==> config.mk <==
export PLATFORM = sky130hd
export DESIGN_NAME = ifu_fetch
export DESIGN_NICKNAME = d
export VERILOG_FILES = /design/src/rtl/npc_pkg.sv /design/src/rtl/ifu_perf_cnt.sv /design/src/rtl/ifu_fetch.sv
export SDC_FILE = /design/constraint.sdc
export NUM_CORES = 1
export LEC_CHECK = 0
export ABC_CLOCK_PERIOD_IN_PS = 3100
export CORE_ASPECT_RATIO = 0.5
export CORE_MARGIN = 1
export CORE_UTILIZATION = 45
export DETAILED_ROUTE_END_ITERATION = 8
export PLACE_DENSITY = 0.87
export SLEW_MARGIN = 20
export SYNTH_ARGS = -nofsm -noshare
export SYNTH_HDL_FRONTEND = slang
export SYNTH_SLANG_ARGS = --single-unit
==> constraint.sdc <==
create_clock -name clk -period 3.1 [get_ports clk]
set_clock_uncertainty 0.05 [all_clocks]
set_input_delay 0.31 -clock clk [delete_from_list [all_inputs] [get_ports clk]]
set_output_delay 0.31 -clock clk [all_outputs]
set_load 0.005 [all_outputs]
==> src/rtl/npc_pkg.sv <==
// Shared definitions for the NPC core: data width, reset PC, canonical NOP
// and the fetch-unit state encoding.
package npc_pkg;

  localparam int unsigned     XLEN             = 32;
  localparam logic [XLEN-1:0] RESET_PC_DEFAULT = 32'h8000_0000;
  localparam logic [XLEN-1:0] NOP_INST         = 32'h0000_0013;

  typedef enum logic [2:0] {
    IFU_IDLE,
    IFU_REQ,
    IFU_RSP,
    IFU_ISSUE,
    IFU_WAIT_PC
  } ifu_state_t;

endpackage

==> src/rtl/ifu_perf_cnt.sv <==
// Free-running event counter with enable; wraps naturally at 2^WIDTH.
module ifu_perf_cnt
  import npc_pkg::*;
#(
  parameter int unsigned WIDTH = XLEN
) (
  input  logic             clk,
  input  logic             rst_n,
  input  logic             en,
  output logic [WIDTH-1:0] count
);

  always_ff @(posedge clk or negedge rst_n) begin
    if (!rst_n) begin
      count <= '0;
    end else if (en) begin
      count <= count + 1'b1;
    end
  end

endmodule

==> src/rtl/ifu_fetch.sv <==
// Non-overlapped instruction fetch: one bus read per instruction, hand-off to
// decode, then wait for the commit path to supply the next PC.
module ifu_fetch
  import npc_pkg::*;
#(
  parameter logic [XLEN-1:0] RESET_PC = RESET_PC_DEFAULT
) (
  input  logic            clk,
  input  logic            rst_n,
  output logic            mem_req_valid,
  input  logic            mem_req_ready,
  output logic [XLEN-1:0] mem_req_addr,
  input  logic            mem_rsp_valid,
  input  logic [XLEN-1:0] mem_rsp_data,
  input  logic            mem_rsp_err,
  output logic            IFU_done,
  input  logic            IDU_ready,
  output logic [XLEN-1:0] instruction,
  output logic [XLEN-1:0] pc,
  output logic            fetch_fault,
  input  logic            pc_upd_valid,
  input  logic [XLEN-1:0] pc_upd_target,
  output logic [XLEN-1:0] fetch_cnt
);

  ifu_state_t state_q, state_d;
  logic       misaligned;

  assign misaligned = (pc[1:0] != 2'b00);

  always_ff @(posedge clk or negedge rst_n) begin
    if (!rst_n) begin
      state_q <= IFU_IDLE;
    end else begin
      state_q <= state_d;
    end
  end

  // Bus and decode strobes decode only from registered state, never from inputs.
  always_comb begin
    state_d       = state_q;
    mem_req_valid = 1'b0;
    IFU_done      = 1'b0;
    unique case (state_q)
      IFU_IDLE: state_d = IFU_REQ;
      IFU_REQ: begin
        if (misaligned) begin
          state_d = IFU_ISSUE;
        end else begin
          mem_req_valid = 1'b1;
          if (mem_req_ready) state_d = IFU_RSP;
        end
      end
      IFU_RSP: if (mem_rsp_valid) state_d = IFU_ISSUE;
      IFU_ISSUE: begin
        IFU_done = 1'b1;
        if (IDU_ready) state_d = IFU_WAIT_PC;
      end
      IFU_WAIT_PC: if (pc_upd_valid) state_d = IFU_REQ;
      default: state_d = IFU_IDLE;
    endcase
  end

  assign mem_req_addr = pc;

  always_ff @(posedge clk or negedge rst_n) begin
    if (!rst_n) begin
      pc          <= RESET_PC;
      instruction <= NOP_INST;
      fetch_fault <= 1'b0;
    end else begin
      if (state_q == IFU_REQ && misaligned) begin
        instruction <= NOP_INST;
        fetch_fault <= 1'b1;
      end
      if (state_q == IFU_RSP && mem_rsp_valid) begin
        instruction <= mem_rsp_err ? NOP_INST : mem_rsp_data;
        fetch_fault <= mem_rsp_err;
      end
      if (state_q == IFU_WAIT_PC && pc_upd_valid) begin
        pc <= pc_upd_target;
      end
    end
  end

  ifu_perf_cnt #(
    .WIDTH(XLEN)
  ) u_fetch_cnt (
    .clk  (clk),
    .rst_n(rst_n),
    .en   (IFU_done && IDU_ready),
    .count(fetch_cnt)
  );

endmodule

==> flow_metrics.py, run 1 <==
metrics = {
    "placement": {
        "dpl_cell_area_um2": 6250,
        "pre_cts_ws_ps": 722,
        "dp_hpwl_um": 7980,
        "io_buffers": 201,
        "place_congestion": 0.772,
    },
    "floorplan": {
        "start_util_pct": 48.1,
        "die-area_um2": 10100,
        "die_h_um": 71.5,
        "die_w_um": 141,
        "io_pins": 202,
        "rows": 24,
        "core_area_um2": 9040,
    },
    "critical_path": {
        "crit_fanout": 10,
        "critPathKind": "register to output pin",
        "max_stage_delay_ps": 520,
        "start_kind": "register",
        "critPathCaptureType": "output pin",
        "cp_cell_sequence": "nor3_1 -> nor2b_1 -> clkdlybuf4s50_1",
        "arrival_ps": 1860,
        "required_ps": 2740,
        "slowest_stage": "clkdlybuf4s50_1",
    },
    "yosys": {
        "synth-main-ff-cell": "dfrtp_1",
        "muxShareOfSynthArea_pct": 8.29,
        "synth_adder_area_share_pct": 0.288,
        "synthXorXnorAreaFrac_pct": 6.25,
        "synth_cell_type_count": 35,
        "synthCells": 353,
        "synth_compound_area_share_pct": 7.23,
        "syn-num-nets": 425,
        "synth.area.top_cells": "dfrtp_1 55%, mux2_1 8.3%, a22o_1 5.8%",
        "synth_top_area_share_pct": 55.3,
        "syn_area_um2": 4340,
        "synth_top_area_cell": "dfrtp_1",
        "seq_area_frac_synth_pct": 57.7,
        "synth-edff-count": 0,
        "synth_top_family_by_area": "simple AND/OR/NAND/NOR gates",
        "synth.avg_cell_area_um2": 12.3,
        "ys_ff_latch": 100,
        "synth_simple_gate_area_share_pct": 12.1,
        "yosysWarnings": 0,
        "async_flop_share_pct": 100,
    },
    "clock_network": {
        "cts_tree": "yes",
        "post_cts_buffers": 0,
        "cts-root-buf": "clkbuf_16",
        "htree_levels": 3,
        "cts_made_buffers": 9,
        "cts.sinks": 100,
        "clock_latency_ps": 340,
        "cts.clk_slew.worst_paths_ps": 70,
        "cts_buffer_depth": 2,
    },
    "grt": {
        "grt_start_max_net_pins": 52,
        "grt-ovfl-total": 0,
        "grt_pass1_vias": 3251,
        "grt_pass1_wl_um": 17300,
        "grtUsageTotal_pct": 22.4,
        "antenna_found_initial": 0,
    },
    "sta": {
        "drv_slew": 0,
        "finalHoldViolCount": 0,
        "fin_ws_ps": 885,
        "period_needed_ps": 2220,
        "finalCritPeriodShare_pct": 71.5,
        "timing.hold.ws_ps": 413,
        "slew-limit-headroom_pct": 39.2,
        "worstMarginPinSlew_ps": 906,
        "finalSetupViolCount": 0,
        "setup-tns-final_ps": 0,
        "fmax_ghz": 0.451,
        "rsz0062_at_grt": "false",
    },
    "power_and_ir_drop": {
        "power_switching_uw": 1470,
        "ir_drop_uv": 404,
        "p_comb_share_pct": 38.9,
        "total_power_uw": 5230,
        "p_per_area_nw_per_um2": 797,
        "switching_share_pct": 28.2,
        "p_leak_uw": 0.00283,
        "pwr-share-seq_pct": 39.5,
        "internal-power_uw": 3750,
        "pwr-share-clk_pct": 21.7,
    },
    "routing": {
        "drc": 0,
        "drtIter0Drc": 219,
        "drt-pass1-iter-count": 4,
        "wire_per_inst_um": 16.6,
        "num_vias": 3348,
        "wirelength_um": 10900,
        "vias_per_cell": 5.09,
        "antenna_left": 0,
    },
    "final_layout": {
        "final_nets": 595,
        "fillers": 629,
        "stdcell_area_um2": 6560,
        "antennaDiodeCount": 0,
        "drive_above_1_share_pct": 6.06,
        "area_growth_pct": 51.0,
    },
    "worst_hold_path": {
        "min_path_type": "register to register",
    },
    "flow_run": {
        "drv_cap": 0,
    },
    "status": {
        "status": "complete, no violations",
    },
}
-- metal layers --
| layer | routed length (um) | track usage (%) |
|---|---|---|
| met3 | 432 | 4.61 |
| met4 | 315 | 9.78 |
| met2 | 5670 | 39.6 |
| met5 | 0 | 0 |
| met1 | 4530 | 27.1 |
-- critical path: cells and delay by family, from the launching register on --
family | cells | cell delay (ps)
buffers and inverters | 1 | 520
flip-flops | 1 | 510
AND/OR/NAND/NOR | 2 | 490
-- final timing paths --
path / start / to / slack [ps] / depth (start not counted)
min in group asynchronous: rst_n / instruction[23] / 490 / 2
worst min-delay path: instruction[4] / instruction[4] / 410 / 2
worst max-delay path: state_q[1] / mem_req_valid / 880 / 3
worst min register to register: instruction[4] / instruction[4] / 410 / 2
max in group asynchronous: rst_n / mem_req_addr[31] / 1760 / 3
worst max register to register: u_fetch_cnt.count[3] / u_fetch_cnt.count[14] / 1000 / 4
-- repair_timing --
| item | 4_1_cts | 5_1_grt |
|---|---|---|
| hold buffers | 1 | 0 |
| endpoints found under the hold margin | 46 | 0 |
| gates resized for setup | 0 | 0 |
-- sequential cells by signal (all words and copies together) (netlist names) --
signal / flops
state_q: 3
instruction: 32
mem_req_addr: 32
u_fetch_cnt.count: 32
fetch_fault: 1
-- metrics by stage --
| stage | std cells | util [%] |
|---|---|---|
| after floorplan | 353 | - |
| after global placement | 641 | 69.1 |
| after detailed placement | 641 | 69.1 |
| after CTS | 658 | 72.6 |
| after global routing | 658 | 72.6 |
| final | 658 | 72.6 |
-- final cells by class --
cell class / count / area (um^2) / share of cell area (%)
tap: 130 / 163 / 2.48
timing repair buffer: 206 / 2060 / 31.4
clock inverter: 6 / 63.8 / 0.973
multi-input combinational: 196 / 1490 / 22.7
inverter: 10 / 37.5 / 0.572
clock buffer: 10 / 239 / 3.64
sequential: 100 / 2510 / 38.2
-- Yosys cell counts (all sizes together) (2+ instances only) --
| master | n |
|---|---|
| a21oi | 7 |
| nand3 | 14 |
| and3 | 5 |
| and4 | 2 |
| inv | 10 |
| dfstp | 4 |
| nand4 | 15 |
| xor2 | 5 |
| nor4 | 3 |
| buf | 42 |
| nand2 | 18 |
| dfrtp | 96 |
| nor3 | 9 |
| mux2 | 32 |
| clkbuf | 5 |
| nand2b | 3 |
| o21ai | 3 |
| nor2 | 16 |
| a22o | 29 |
| xnor2 | 26 |
-- cell usage in the layout, fill, tap and decap left out, types with 3 or more instances in the layout --
master	count
nor3_2	3
and3_1	5
nand2_1	18
nand2b_1	3
buf_4	4
nand4_1	14
a21oi_1	7
nor2_1	16
nor3_1	6
mux2_1	32
a22o_1	29
xor2_1	5
clkbuf_16	9
inv_1	10
xnor2_1	26
dfstp_2	4
nand3_1	14
dfrtp_1	96
clkdlybuf4s50_1	200
-- power groups by stage --
stage / Combinational (uW) / Sequential [uW] / Clock [uW]
2_1_floorplan: 856 / 2060 / 0
3_3_place_gp: 2000 / 2070 / 0
3_5_place_dp: 2040 / 2090 / 0
4_1_cts: 2060 / 2070 / 1160
5_1_grt: 2180 / 2130 / 1200
6_report: 2030 / 2060 / 1130
-- kinds of logic (layout without fill, tap and decap cells) --
kind of cell,Yosys count,in the layout
AO/OA/AOI/OAI,40,40
XOR/XNOR,31,31
adder cells (fa/ha/maj),1,1
buffers and inverters,57,232
flip-flops,100,100
multiplexers,32,32
AND/OR/NAND/NOR,92,92
Power figures use the tool's default switching activity.
==> run 2, diff against run 1 <==
Settings changed: ABC_CLOCK_PERIOD_IN_PS 3100 to 2000, CORE_UTILIZATION 45 to 37, PLACE_DENSITY 0.87 to 0.76.
Clock period 3.1 ns to 2 ns, I/O delays scaled along.
==> run 2 against run 1 <==
Effect of this change: setup slack worse by 790 ps; count of clock-buffer cells in the layout down 1; cell count up 6.4%; utilization down 13 points; global-route usage down 4.2 points; critical path depth unchanged; largest cell class unchanged; highest routed layer unchanged.
==> flow_metrics.py, run 2 (same netlist as run 1, synthesis figures left out) <==
metrics = {
    "routing": {
        "num_vias": 3295,
        "drc": 0,
        "vias_per_cell": 4.71,
        "antenna_left": 0,
        "drt-pass1-iter-count": 4,
        "drtIter0Drc": 136,
        "wirelength_um": 10900,
        "wire_per_inst_um": 15.5,
    },
    "critical_path": {
        "critPathCaptureType": "output pin",
        "start_kind": "register",
        "required_ps": 1750,
        "crit_fanout": 10,
        "path_buf_inv": 1,
        "cp_top_family": "buffers and inverters",
        "arrival_ps": 1660,
        "critPathKind": "register to output pin",
        "max_stage_delay_ps": 530,
        "cp_cell_sequence": "nand2b_1 -> nor2b_1 -> clkdlybuf4s50_1",
        "slowest_stage": "clkdlybuf4s50_1",
    },
    "sta": {
        "fmax_ghz": 0.525,
        "slew-limit-headroom_pct": 73.7,
        "finalHoldViolCount": 0,
        "worstMarginPinSlew_ps": 395,
        "fin_ws_ps": 93.5,
        "drv_slew": 0,
        "finalCritPeriodShare_pct": 95.3,
        "rsz0062_at_grt": "false",
        "period_needed_ps": 1910,
        "finalSetupViolCount": 0,
        "setup-tns-final_ps": 0,
    },
    "power_and_ir_drop": {
        "p_leak_uw": 0.00290,
        "p_comb_share_pct": 39.5,
        "power_switching_uw": 2320,
        "switching_share_pct": 28.4,
        "p_per_area_nw_per_um2": 1220,
        "ir_drop_uv": 483,
        "pwr-share-seq_pct": 39.0,
        "pwr-share-clk_pct": 21.5,
        "internal-power_uw": 5860,
    },
    "final_layout": {
        "layout_commonest_cell": "clkdlybuf4s50_1",
        "layout_common_cells": "200 x clkdlybuf4s50_1, 93 x dfrtp_1, 32 x mux2_1",
        "final_util_pct": 60.0,
        "fillers": 903,
        "area_growth_pct": 55.0,
        "stdcell_area_um2": 6730,
        "antennaDiodeCount": 0,
        "drive_above_1_share_pct": 9.06,
        "instances_no_fill": 700,
        "final_nets": 608,
    },
    "floorplan": {
        "die_h_um": 78.6,
        "rows": 27,
        "die-area_um2": 12200,
        "core_area_um2": 11200,
        "io_pins": 202,
        "die_w_um": 155,
        "start_util_pct": 38.7,
    },
    "placement": {
        "dp.cells": 680,
        "place_congestion": 0.751,
        "dpl_cell_area_um2": 6380,
        "pre_cts_ws_ps": 152,
        "io_buffers": 201,
        "dp_hpwl_um": 7930,
    },
    "grt": {
        "grt_start_max_net_pins": 40,
        "antenna_found_initial": 0,
        "grt_pass1_wl_um": 17300,
        "grt-ovfl-total": 0,
        "grtUsageTotal_pct": 18.2,
        "grt_pass1_vias": 3297,
    },
    "clock_network": {
        "cts_buffer_depth": 2,
        "cts-root-buf": "clkbuf_16",
        "cts.sinks": 100,
        "cts_tree": "yes",
        "clock_latency_ps": 340,
        "cts.clk_slew.worst_paths_ps": 70,
        "cts_made_buffers": 9,
        "htree_levels": 3,
    },
    "flow_run": {
        "drv_cap": 0,
    },
    "status": {
        "status": "complete, no violations",
    },
    "worst_hold_path": {
        "min_path_type": "primary input to asynchronous set/reset pin",
    },
}
[run 2: cell types whose count changed in the layout (fill, tap and decap cells not counted), sizes merged]
cell,previous run,this run
clkbuf,10,9
buf,5,18
clkinvlp,2,3
inv,10,12
clkinv,3,1
[run 2: final cells by class]
type                            count  area, um^2  area share, %
Clock buffer                        9         225           3.35
Clock inverter                      7        75.1           1.12
Inverter                           10        37.5          0.558
Multi-Input combinational cell    196        1500           22.3
Sequential cell                   100        2510           37.3
Tap cell                          159         199           2.95
Timing Repair Buffer              219        2180           32.4
[run 2: per-stage QoR]
step | power [uW] | hold WS, ps
4_1_cts | 8250 | 277
5_1_grt | 8630 | 317
2_1_floorplan | 4510 | -146
6_report | 8190 | 286
3_3_place_gp | 6350 | 105
3_5_place_dp | 6430 | 105
[run 2: final timing paths]
| check | from | endpoint | slack, ps | depth (start not counted) |
|---|---|---|---|---|
| setup reg to reg | state_q[1] | mem_req_addr[27] | 250 | 5 |
| setup / recovery | state_q[2] | mem_req_valid | 90 | 3 |
| min in group clk | mem_rsp_data[1] | instruction[1] | 360 | 3 |
| max in group asynchronous | rst_n | instruction[0] | 1020 | 3 |
| hold / removal | rst_n | u_fetch_cnt.count[12] | 290 | 2 |
| hold reg to reg | instruction[0] | instruction[0] | 410 | 2 |
[run 2: power by group through the flow]
stage	logic (uW)	registers, uW	clock network [uW]
final	3230	3190	1760
after global routing	3480	3280	1880
after CTS	3250	3190	1810
after detailed placement	3190	3240	0
after global placement	3140	3210	0
after floorplan	1330	3190	0
[run 2: timing repair]
action	in CTS	in global routing
setup buffers	1	2
endpoints found under the setup margin	1	1
gates resized for setup	2	3
endpoints found under the hold margin	26	0
hold buffers	1	0
[run 2: metal layers]
metal	wire length (um)	GRT usage, %	up-vias
met5	0	0	-
met4	177	5.88	0
met1	4540	21.8	1627
met2	5700	32.3	84
li1	-	-	1567
met3	462	4.31	17
==> run 3, diff against run 2 <==
Settings changed: CORE_UTILIZATION 37 to 50, DONT_BUFFER_PORTS from default to 1, PLACE_DENSITY 0.76 to 0.68.
==> run 3 against run 2 <==
Effect of this change: the run now ends with hold timing left; setup slack better by 150 ps; cell count down 27%; combinational power shrank 64%; via count fell by 15%; highest routed layer unchanged.
==> flow_metrics.py, run 3 (same netlist as run 1, synthesis figures left out) <==
metrics = {
    "status": {
        "status": "finished, violations left",
        "violations": "hold timing",
    },
    "routing": {
        "drt-pass1-iter-count": 4,
        "antenna_left": 0,
        "drtIter0Drc": 130,
        "drc": 0,
        "wire_per_inst_um": 18.1,
        "vias_per_cell": 5.49,
        "num_vias": 2796,
        "wirelength_um": 9210,
    },
    "clock_network": {
        "htree_levels": 3,
        "cts_repair_resize_count": 0,
        "cts-root-buf": "clkbuf_16",
        "cts.sinks": 100,
        "cts.clk_slew.worst_paths_ps": 70,
        "cts_made_buffers": 9,
        "clock_latency_ps": 340,
        "cts_hold_buffers": 65,
        "post_cts_buffers": 0,
        "cts_buffer_depth": 2,
        "cts_tree": "yes",
    },
    "critical_path": {
        "max_stage_delay_ps": 590,
        "crit_fanout": 10,
        "critPathCaptureType": "register",
        "critPathKind": "register to register",
        "required_ps": 2210,
        "cp_cell_sequence": "nand4b_4 -> or4_4 -> nor2_1 -> xor2_1",
        "arrival_ps": 1970,
        "slowest_stage": "or4_4",
        "start_kind": "register",
    },
    "final_layout": {
        "final_nets": 464,
        "layout_commonest_cell": "dfrtp_1",
        "area_growth_pct": 20.5,
        "fillers": 596,
        "antennaDiodeCount": 0,
        "layout_common_cells": "96 x dfrtp_1, 65 x dlygate4sd3_1, 32 x mux2_1",
        "drive_above_1_share_pct": 9.32,
    },
    "power_and_ir_drop": {
        "total_power_uw": 6430,
        "p_per_area_nw_per_um2": 1230,
        "ir_drop_uv": 687,
        "p_leak_uw": 0.00240,
    },
    "sta": {
        "timing.hold.ws_ps": -499,
        "finalSetupViolCount": 0,
        "setup-tns-final_ps": 0,
        "period_needed_ps": 1760,
        "worstMarginPinSlew_ps": 447,
        "finalHoldViolCount": 100,
        "drv_slew": 0,
        "rsz0062_at_grt": "false",
        "fmax_ghz": 0.569,
        "slew-limit-headroom_pct": 69.9,
        "finalCritPeriodShare_pct": 87.9,
    },
    "floorplan": {
        "io_pins": 202,
        "die_w_um": 134,
        "start_util_pct": 53.0,
        "core_area_um2": 8200,
        "die-area_um2": 9090,
        "rows": 23,
        "die_h_um": 67.9,
    },
    "flow_run": {
        "drv_cap": 0,
    },
    "grt": {
        "grtUsageTotal_pct": 21.1,
        "grt_pass1_vias": 2913,
        "grt_pass1_wl_um": 14400,
        "grt_start_max_net_pins": 101,
        "antenna_found_initial": 0,
        "grt-ovfl-total": 0,
    },
    "placement": {
        "dp_hpwl_um": 5960,
        "place_congestion": 0.797,
        "io_buffers": 0,
    },
    "worst_hold_path": {
        "min_path_type": "primary input to asynchronous set/reset pin",
    },
}
## run 3: cell types whose count changed in the layout (fill, tap and decap cells not counted), sizes merged
cell	previous run	this run
bufinv	1	2
dlygate4sd3	1	65
clkinvlp	3	1
clkdlybuf4s50	200	0
clkinv	1	2
buf	18	10
## run 3: layout make-up
type	instances	area [um^2]	area share [%]
clock buffers	9	225	4.30
clock inverters	7	98.8	1.89
inverters	10	37.5	0.717
multi-input cells	196	1490	28.4
flip-flops and latches	100	2510	47.9
well taps	112	140	2.68
repair buffers	75	738	14.1
## run 3: critical path, delay by kind of cell (launching register included)
kind | cells | cell delay, ps
xor+xnor | 1 | 160
flops | 1 | 540
simple gates | 3 | 940
## run 3: metal layers
layer | vias to the layer above | part of all wire (%) | wire, um | GRT usage, %
met5 | - | 0 | 0 | 0
met4 | 0 | 1.2 | 110 | 7.53
met3 | 11 | 9.1 | 838 | 9.78
met2 | 118 | 50 | 4590 | 35.8
met1 | 1386 | 40 | 3670 | 23.9
li1 | 1281 | - | - | -
## run 3: where the power goes
| group | total (uW) | internal, uW | switching (uW) |
|---|---|---|---|
| logic | 1150 | 625 | 524 |
| registers | 3450 | 2700 | 747 |
| clock network | 1840 | 1100 | 736 |
## run 3: per-stage QoR
step / instances / utilization, % / worst slack, ps / cell area (um^2)
4_1_cts: 509 / 63.8 / 239 / 5240
3_3_place_gp: 428 / 52.0 / 332 / 4260
3_5_place_dp: 428 / 52.0 / 253 / 4260
2_1_floorplan: 353 / - / 345 / 4340
6_report: 509 / 63.8 / 242 / 5240
5_1_grt: 509 / 63.8 / 73.5 / 5240
## run 3: final timing paths
kind / from / end / slack (ps) / cells past startpoint
max in group asynchronous: rst_n / instruction[0] / 2170 / 0
worst max-delay path: state_q[1] / u_fetch_cnt.count[13] / 240 / 4
worst max register to register: state_q[1] / u_fetch_cnt.count[13] / 240 / 4
min in group clk: pc_upd_valid / state_q[0] / 50 / 2
worst min register to register: instruction[1] / instruction[1] / 430 / 2
worst min-delay path: rst_n / mem_req_addr[30] / -500 / 0
